==> config.mk <==
export PLATFORM = sky130hd
export DESIGN_NAME = wb_stage
export DESIGN_NICKNAME = d
export VERILOG_FILES = /design/src/rtl/wb_stage_pkg.sv /design/src/rtl/wb_mux.sv /design/src/rtl/wb_stage.sv
export SDC_FILE = /design/constraint.sdc
export NUM_CORES = 1
export LEC_CHECK = 0
export ABC_AREA = 1
export ABC_CLOCK_PERIOD_IN_PS = 2450
export CORE_UTILIZATION = 41
export CTS_BUF_LIST = sky130_fd_sc_hd__clkbuf_4 sky130_fd_sc_hd__clkbuf_8
export CTS_CLUSTER_DIAMETER = 60
export DETAILED_ROUTE_END_ITERATION = 6
export PLACE_DENSITY = 0.81
export SLEW_MARGIN = 20
export SYNTH_ARGS = -nofsm -noshare
export SYNTH_HDL_FRONTEND = slang
export SYNTH_SLANG_ARGS = --single-unit
==> constraint.sdc <==
create_clock -name clock -period 2.45 [get_ports clock]
set_input_delay 0.49 -clock clock [delete_from_list [all_inputs] [get_ports clock]]
set_output_delay 0.49 -clock clock [all_outputs]
set_load 0.01 [all_outputs]
==> src/rtl/wb_stage_pkg.sv <==
// Shared constants for the write-back stage: data-path and register-index
// widths, plus the write-back select encoding.
package wb_stage_pkg;

    localparam int DATA_W     = 32;
    localparam int REG_ADDR_W = 5;

    localparam logic WB_SEL_ALU = 1'b0;
    localparam logic WB_SEL_MEM = 1'b1;

endpackage : wb_stage_pkg

==> src/rtl/wb_mux.sv <==
// Combinational 2:1 selector that picks the write-back data: the ALU result or
// the memory read data, depending on the write-back select.
module wb_mux
    import wb_stage_pkg::*;
#(
    parameter int MUX_W = 32
) (
    input  logic             sel_i,
    input  logic [MUX_W-1:0] alu_i,
    input  logic [MUX_W-1:0] mem_i,
    output logic [MUX_W-1:0] y_o
);

    always_comb begin
        // NOTE: give every always_comb output a default first, so no path can infer a latch.
        y_o = alu_i;
        if (sel_i == WB_SEL_MEM) begin
            y_o = mem_i;
        end
    end

endmodule : wb_mux

==> src/rtl/wb_stage.sv <==
// MEM/WB pipeline register and write-back data select driving the register-file write port.
// Optional macro WB_X0_GUARD_EN suppresses write enables aimed at register x0.
module wb_stage #(
    parameter int DATA_W     = wb_stage_pkg::DATA_W,
    parameter int REG_ADDR_W = wb_stage_pkg::REG_ADDR_W
) (
    input  logic                  clock,
    input  logic                  reset,
    input  logic                  reg_write_in,
    input  logic                  mem_to_reg_in,
    input  logic [DATA_W-1:0]     read_data_in,
    input  logic [DATA_W-1:0]     alu_result_in,
    input  logic [REG_ADDR_W-1:0] reg_rd_in,
    output logic [DATA_W-1:0]     alu_data_mem_wb,
    output logic [REG_ADDR_W-1:0] reg_rd_out,
    output logic                  reg_write_out
);

    logic                  reg_write_q,  reg_write_d;
    logic                  mem_to_reg_q, mem_to_reg_d;
    logic [DATA_W-1:0]     read_data_q,  read_data_d;
    logic [DATA_W-1:0]     alu_result_q, alu_result_d;
    logic [REG_ADDR_W-1:0] reg_rd_q,     reg_rd_d;

    // No stall or enable: every edge captures whatever MEM presents.
    always_comb begin
        reg_write_d  = reg_write_in;
        mem_to_reg_d = mem_to_reg_in;
        read_data_d  = read_data_in;
        alu_result_d = alu_result_in;
        reg_rd_d     = reg_rd_in;
    end

    // The data registers are cleared too, so X inputs seen during reset never reach the outputs.
    always_ff @(posedge clock or posedge reset) begin
        if (reset) begin
            reg_write_q  <= 1'b0;
            mem_to_reg_q <= 1'b0;
            read_data_q  <= '0;
            alu_result_q <= '0;
            reg_rd_q     <= '0;
        end else begin
            // NOTE: non-blocking assignments so every flop samples pre-edge values together.
            reg_write_q  <= reg_write_d;
            mem_to_reg_q <= mem_to_reg_d;
            read_data_q  <= read_data_d;
            alu_result_q <= alu_result_d;
            reg_rd_q     <= reg_rd_d;
        end
    end

    wb_mux #(
        .MUX_W (DATA_W)
    ) u_wb_mux (
        .sel_i (mem_to_reg_q),
        .alu_i (alu_result_q),
        .mem_i (read_data_q),
        .y_o   (alu_data_mem_wb)
    );

    assign reg_rd_out = reg_rd_q;

`ifdef WB_X0_GUARD_EN
    assign reg_write_out = reg_write_q & (reg_rd_q != '0);
`else
    assign reg_write_out = reg_write_q;
`endif

endmodule : wb_stage

==> flow_metrics.py, run 1 <==
metrics = {
    "setup_path": {
        "crit_path_frequent_cell": "nand2_1",
        "crit_family": "buffers and inverters",
        "worstSetupStartpointType": "flop",
        "worst-path-buf-inv": 2,
        "cpPeakStageDelay_ns": 0.53,
        "required_ns": 1.96,
        "worstSetupPathType": "reg2out",
        "slowest_stage": "clkdlybuf4s50_1",
        "critPathCaptureType": "output pin",
        "cp_max_fo": 15,
        "setup.worst_path.start": "mem_to_reg_q",
        "path_cells": "buf_4 > nand2_1 > nand2_1 > clkdlybuf4s50_1",
        "cp.arrival_ns": 1.78,
    },
    "clock_tree": {
        "ctsHoldBuffers": 0,
        "cts_buffer_depth": 2,
        "cts.sinks": 71,
        "h-tree-depth": 3,
        "cts_buffers": 9,
        "cts-root-buf": "clkbuf_8",
        "cts.clk_slew.worst_paths_ns": 0.07,
        "cts_tree": "done",
    },
    "global_routing": {
        "first_global_vias": 1730,
        "antenna_found_initial": 0,
        "overflow": 0,
        "grt_pass1_wl_um": 7630,
        "grt_use_total": 0.178,
        "grt_max_degree": 39,
    },
    "floorplan": {
        "row_count": 26,
        "core_sq_um": 5240,
        "top_level_ports": 111,
        "die_w_um": 76.4,
        "dieArea_sq_um": 5840,
        "die_y_um": 76.4,
        "start_util": 0.434,
    },
    "power": {
        "swShare": 0.215,
        "p_leak_nw": 1.67,
        "power_frac_comb": 0.134,
        "irDropWorstVdd_v": 0.000406,
        "clkPwrFrac": 0.342,
        "power.total_mw": 2.39,
        "power_frac_seq": 0.524,
        "netSwitchingPower_mw": 0.514,
        "powerDensity_nw_per_um2": 665,
        "p_int_mw": 1.87,
    },
    "cells_and_area": {
        "post-route-util": 0.686,
        "layout-drive-gt1-share": 0.110,
        "final_common_cell": "clkdlybuf4s50_1",
        "fillers": 381,
        "mostFrequentLayoutCells": "clkdlybuf4s50_1, nand2_1, dfrtp_1",
        "area_growth_pct": 58.1,
        "fin_nets": 367,
        "n_antenna_cell": 0,
    },
    "drt": {
        "wl_um": 4560,
        "routedWlPerCell_um": 12.4,
        "postRouteAntennaNets": 0,
        "vias": 1570,
        "drcViolationCount": 0,
        "drtIter0Drc": 34,
        "drtPass1Iterations": 5,
        "routed_via_density": 4.25,
    },
    "sta": {
        "max_freq_mhz": 441,
        "finalHoldViolations": 0,
        "period_needed_ns": 2.27,
        "setup_tns_ns": 0,
        "final_max_slew_viol_count": 0,
        "relSlewSlack": 0.631,
        "fin_crit_sh": 0.926,
        "worst_slew_pin_slew_ns": 0.552,
        "finalSetupViolations": 0,
        "hold-worst-slack_ns": 0.530,
        "grt_setup_unrepaired": "false",
    },
    "status": {
        "status": "finished clean",
    },
    "job": {
        "maxCapViolCount": 0,
    },
    "synthesis": {
        "yosys_register_bits": 71,
        "syn_inst": 176,
        "yosysUniqueCellTypes": 8,
        "syn_nets": 249,
        "yosys_warnings": 0,
        "yosysSeqAreaShare": 0.782,
        "synth_area_sq_um": 2270,
        "syn_avg_cell_area_sq_um": 12.9,
    },
    "placement": {
        "routabilityCongestion": 0.735,
        "portBuffers": 110,
        "place_hpwl_um": 3280,
    },
    "min_path": {
        "hold_path_class": "in2async",
    },
}
sequential cells by signal, summed over array words and instances, names as in the netlist:
| register | flops |
|---|---|
| mem_to_reg_q | 1 |
| alu_result_q | 32 |
| reg_write_out | 1 |
| reg_rd_out | 5 |
| read_data_q | 32 |
metal layers:
layer,up-vias,wire length [um],global-route usage
met3,12,384,0.0719
met1,726,1610,0.177
met2,70,2470,0.317
met5,-,0,0
li1,762,-,-
met4,0,104,0.0904
kinds of logic (layout without fill, tap and decap cells):
logic type	Yosys count	count (layout)	synth area share
and+or+nand+nor	96	96	0.170
DFF	71	71	0.782
buffers and inverters	9	132	0.0485
layout make-up:
class / instances / area [sq um] / area share
Clock buffer: 13 / 166 / 0.0463
Multi-Input combinational cell: 96 / 385 / 0.107
Inverter: 2 / 15.0 / 0.00418
Sequential cell: 71 / 1780 / 0.495
Tap cell: 70 / 87.6 / 0.0244
Timing Repair Buffer: 114 / 1140 / 0.318
Clock inverter: 3 / 17.5 / 0.00487
stage by stage:
stage / cell area (sq um) / instances / setup slack [ns]
4_1_cts: 3590 / 369 / 0.0365
3_3_place_gp: 3410 / 353 / 0.444
5_1_grt: 3590 / 369 / 0.0687
6_report: 3590 / 369 / 0.181
3_5_place_dp: 3410 / 353 / 0.400
2_1_floorplan: 2270 / 176 / 0.163
final timing paths:
path	to	slack [ns]	cells after the start
max in group asynchronous	reg_write_out	1.34	3
worst min-delay path	alu_result_q[6]	0.53	2
worst max-delay path	alu_data_mem_wb[22]	0.18	4
min in group clock	reg_rd_out[0]	0.60	1
what timing repair did:
action                                  in CTS  in global routing
endpoints found under the setup margin       0                 15
setup buffers                                0                  0
endpoints found under the hold margin        0                  0
resized for setup                            0                  1
power by group through the flow:
| stage | clock network [mW] | logic (mW) | registers, mW |
|---|---|---|---|
| final | 0.818 | 0.319 | 1.25 |
| after global routing | 0.893 | 0.349 | 1.26 |
| after CTS | 0.846 | 0.325 | 1.25 |
| after detailed placement | 0 | 0.323 | 1.27 |
| after global placement | 0 | 0.319 | 1.27 |
| after floorplan | 0 | 0.108 | 1.27 |
synthesized netlist by cell type:
| master | n | area (sq um) |
|---|---|---|
| inv_8 | 1 | 11.3 |
| dfrtp_1 | 71 | 1780 |
| nand2_1 | 86 | 323 |
| buf_12 | 1 | 20.0 |
| nand2_2 | 10 | 62.6 |
| buf_6 | 3 | 33.8 |
| inv_1 | 1 | 3.75 |
| clkbuf_8 | 3 | 41.3 |
Note: power is estimated with default switching activity, not from simulation.
==> run 2, diff against run 1 <==
--- a/config.mk
+++ b/config.mk
@@ -6,12 +6,13 @@
 export NUM_CORES = 1
 export LEC_CHECK = 0
 export ABC_AREA = 1
-export ABC_CLOCK_PERIOD_IN_PS = 2450
-export CORE_UTILIZATION = 41
+export ABC_CLOCK_PERIOD_IN_PS = 2800
+export CORE_UTILIZATION = 44
 export CTS_BUF_LIST = sky130_fd_sc_hd__clkbuf_4 sky130_fd_sc_hd__clkbuf_8
 export CTS_CLUSTER_DIAMETER = 60
 export DETAILED_ROUTE_END_ITERATION = 6
-export PLACE_DENSITY = 0.81
+export PLACE_DENSITY = 0.86
+export SKIP_LAST_GASP = 1
 export SLEW_MARGIN = 20
 export SYNTH_ARGS = -nofsm -noshare
 export SYNTH_HDL_FRONTEND = slang
==> constraint.sdc (replaced) <==
create_clock -name clock -period 2.8 [get_ports clock]
set_input_delay 0.56 -clock clock [delete_from_list [all_inputs] [get_ports clock]]
set_output_delay 0.56 -clock clock [all_outputs]
set_load 0.01 [all_outputs]
==> run 2 against run 1 <==
Against the previous run:
- clock-buffer cell count up 1
- combinational power decreased by 13%
- via count shrank 0.64%
- die area decreased by 6.6%
- non-clock buffer count decreased by 1
- core utilization up 5.3 points
- critical path type unchanged
- critical endpoint unchanged
- largest power group unchanged
==> flow_metrics.py, run 2 (synthesis results as in run 1) <==
metrics = {
    "status": {
        "status": "finished clean",
    },
    "setup_path": {
        "setup.worst_path.start": "mem_to_reg_q",
        "required_ns": 2.24,
        "worstSetupPathType": "reg2out",
        "critPathCaptureType": "output pin",
        "worstSetupStartpointType": "flop",
        "cp.arrival_ns": 1.89,
        "cp_max_fo": 23,
    },
    "sta": {
        "finalHoldViolations": 0,
        "max_freq_mhz": 408,
        "period_needed_ns": 2.45,
        "setup_tns_ns": 0,
        "final_max_slew_viol_count": 0,
        "hold-worst-slack_ns": 0.626,
        "grt_setup_unrepaired": "false",
        "finalSetupViolations": 0,
        "relSlewSlack": 0.596,
        "fin_crit_sh": 0.876,
        "worst_slew_pin_slew_ns": 0.606,
    },
    "clock_tree": {
        "ctsResizeCount": 0,
        "cts-root-buf": "clkbuf_8",
        "cts_setup_buffers": 0,
        "cts.sinks": 71,
        "cts_tree": "done",
        "ctsHoldBuffers": 0,
        "cts_buffer_depth": 2,
        "cts_buffers": 9,
        "h-tree-depth": 3,
        "cts.clk_slew.worst_paths_ns": 0.06,
    },
    "cells_and_area": {
        "fin_cells": 364,
        "layout-drive-gt1-share": 0.101,
        "n_antenna_cell": 0,
        "mostFrequentLayoutCells": "clkdlybuf4s50_1, nand2_1, dfrtp_1",
        "fin_nets": 366,
        "final_common_cell": "clkdlybuf4s50_1",
        "area_growth_pct": 57.7,
    },
    "drt": {
        "dr_wl_met3_um": 353,
        "routedWlPerCell_um": 12.3,
        "postRouteAntennaNets": 0,
        "wl_met2_um": 2440,
        "drtPass1Iterations": 4,
        "vias": 1560,
        "drtIter0Drc": 91,
        "top_layer_used": "met4",
        "routed_via_density": 4.29,
        "wl_um": 4500,
        "drcViolationCount": 0,
        "wl_met1_um": 1620,
    },
    "floorplan": {
        "die_y_um": 73.9,
        "start_util": 0.469,
        "core_sq_um": 4850,
        "dieArea_sq_um": 5460,
        "die_w_um": 73.9,
        "top_level_ports": 111,
        "row_count": 25,
    },
    "min_path": {
        "hold_path_class": "in2async",
    },
    "global_routing": {
        "grt_pass1_wl_um": 7070,
        "grt_max_degree": 33,
        "grt_use_total": 0.184,
        "overflow": 0,
        "first_global_vias": 1608,
        "antenna_found_initial": 0,
    },
    "power": {
        "irDropWorstVdd_v": 0.000428,
        "p_leak_nw": 1.67,
        "powerDensity_nw_per_um2": 580,
    },
    "placement": {
        "place_inst": 349,
        "portBuffers": 110,
        "place_hpwl_um": 3320,
        "routabilityCongestion": 0.732,
    },
    "job": {
        "maxCapViolCount": 0,
    },
}
run 2: area by class of cell:
type / count / area, sq um
Clock inverter: 1 / 5.00
Sequential cell: 71 / 1780
Multi-Input combinational cell: 96 / 385
Timing Repair Buffer: 113 / 1150
Tap cell: 67 / 83.8
Fill cell: 348 / 1270
Inverter: 2 / 15.0
Clock buffer: 14 / 168
run 2: critical path, stage by stage, from the launching register on:
cell and delay (ns):
dfrtp_1 0.66, buf_12 0.23, nand2_1 0.07, nand2_1 0.06, clkdlybuf4s50_1 0.54
run 2: stage by stage:
stage / setup WS (ns) / util / total power [mW] / cell area (sq um)
2_1_floorplan: 0.443 / - / 1.21 / 2270
3_3_place_gp: 0.706 / 0.703 / 1.39 / 3410
3_5_place_dp: 0.668 / 0.703 / 1.40 / 3410
4_1_cts: 0.314 / 0.739 / 2.10 / 3580
5_1_grt: 0.247 / 0.739 / 2.17 / 3580
6_report: 0.347 / 0.739 / 2.08 / 3580
run 2: worst paths after layout:
path                                       end  cells past startpoint
max in group asynchronous     alu_result_q[28]                      3
worst min-delay path          alu_result_q[16]                      2
worst max-delay path       alu_data_mem_wb[22]                      4
min in group clock             alu_result_q[7]                      1
run 2: layer usage:
layer / GRT usage / vias to the layer above
li1: - / 759
met3: 0.0700 / 8
met5: 0 / -
met4: 0.0962 / 0
met2: 0.327 / 64
met1: 0.187 / 729
run 2: power by group:
part	internal [mW]	switching, mW
Combinational	0.177	0.101
Sequential	1.08	0.0181
Clock	0.380	0.324
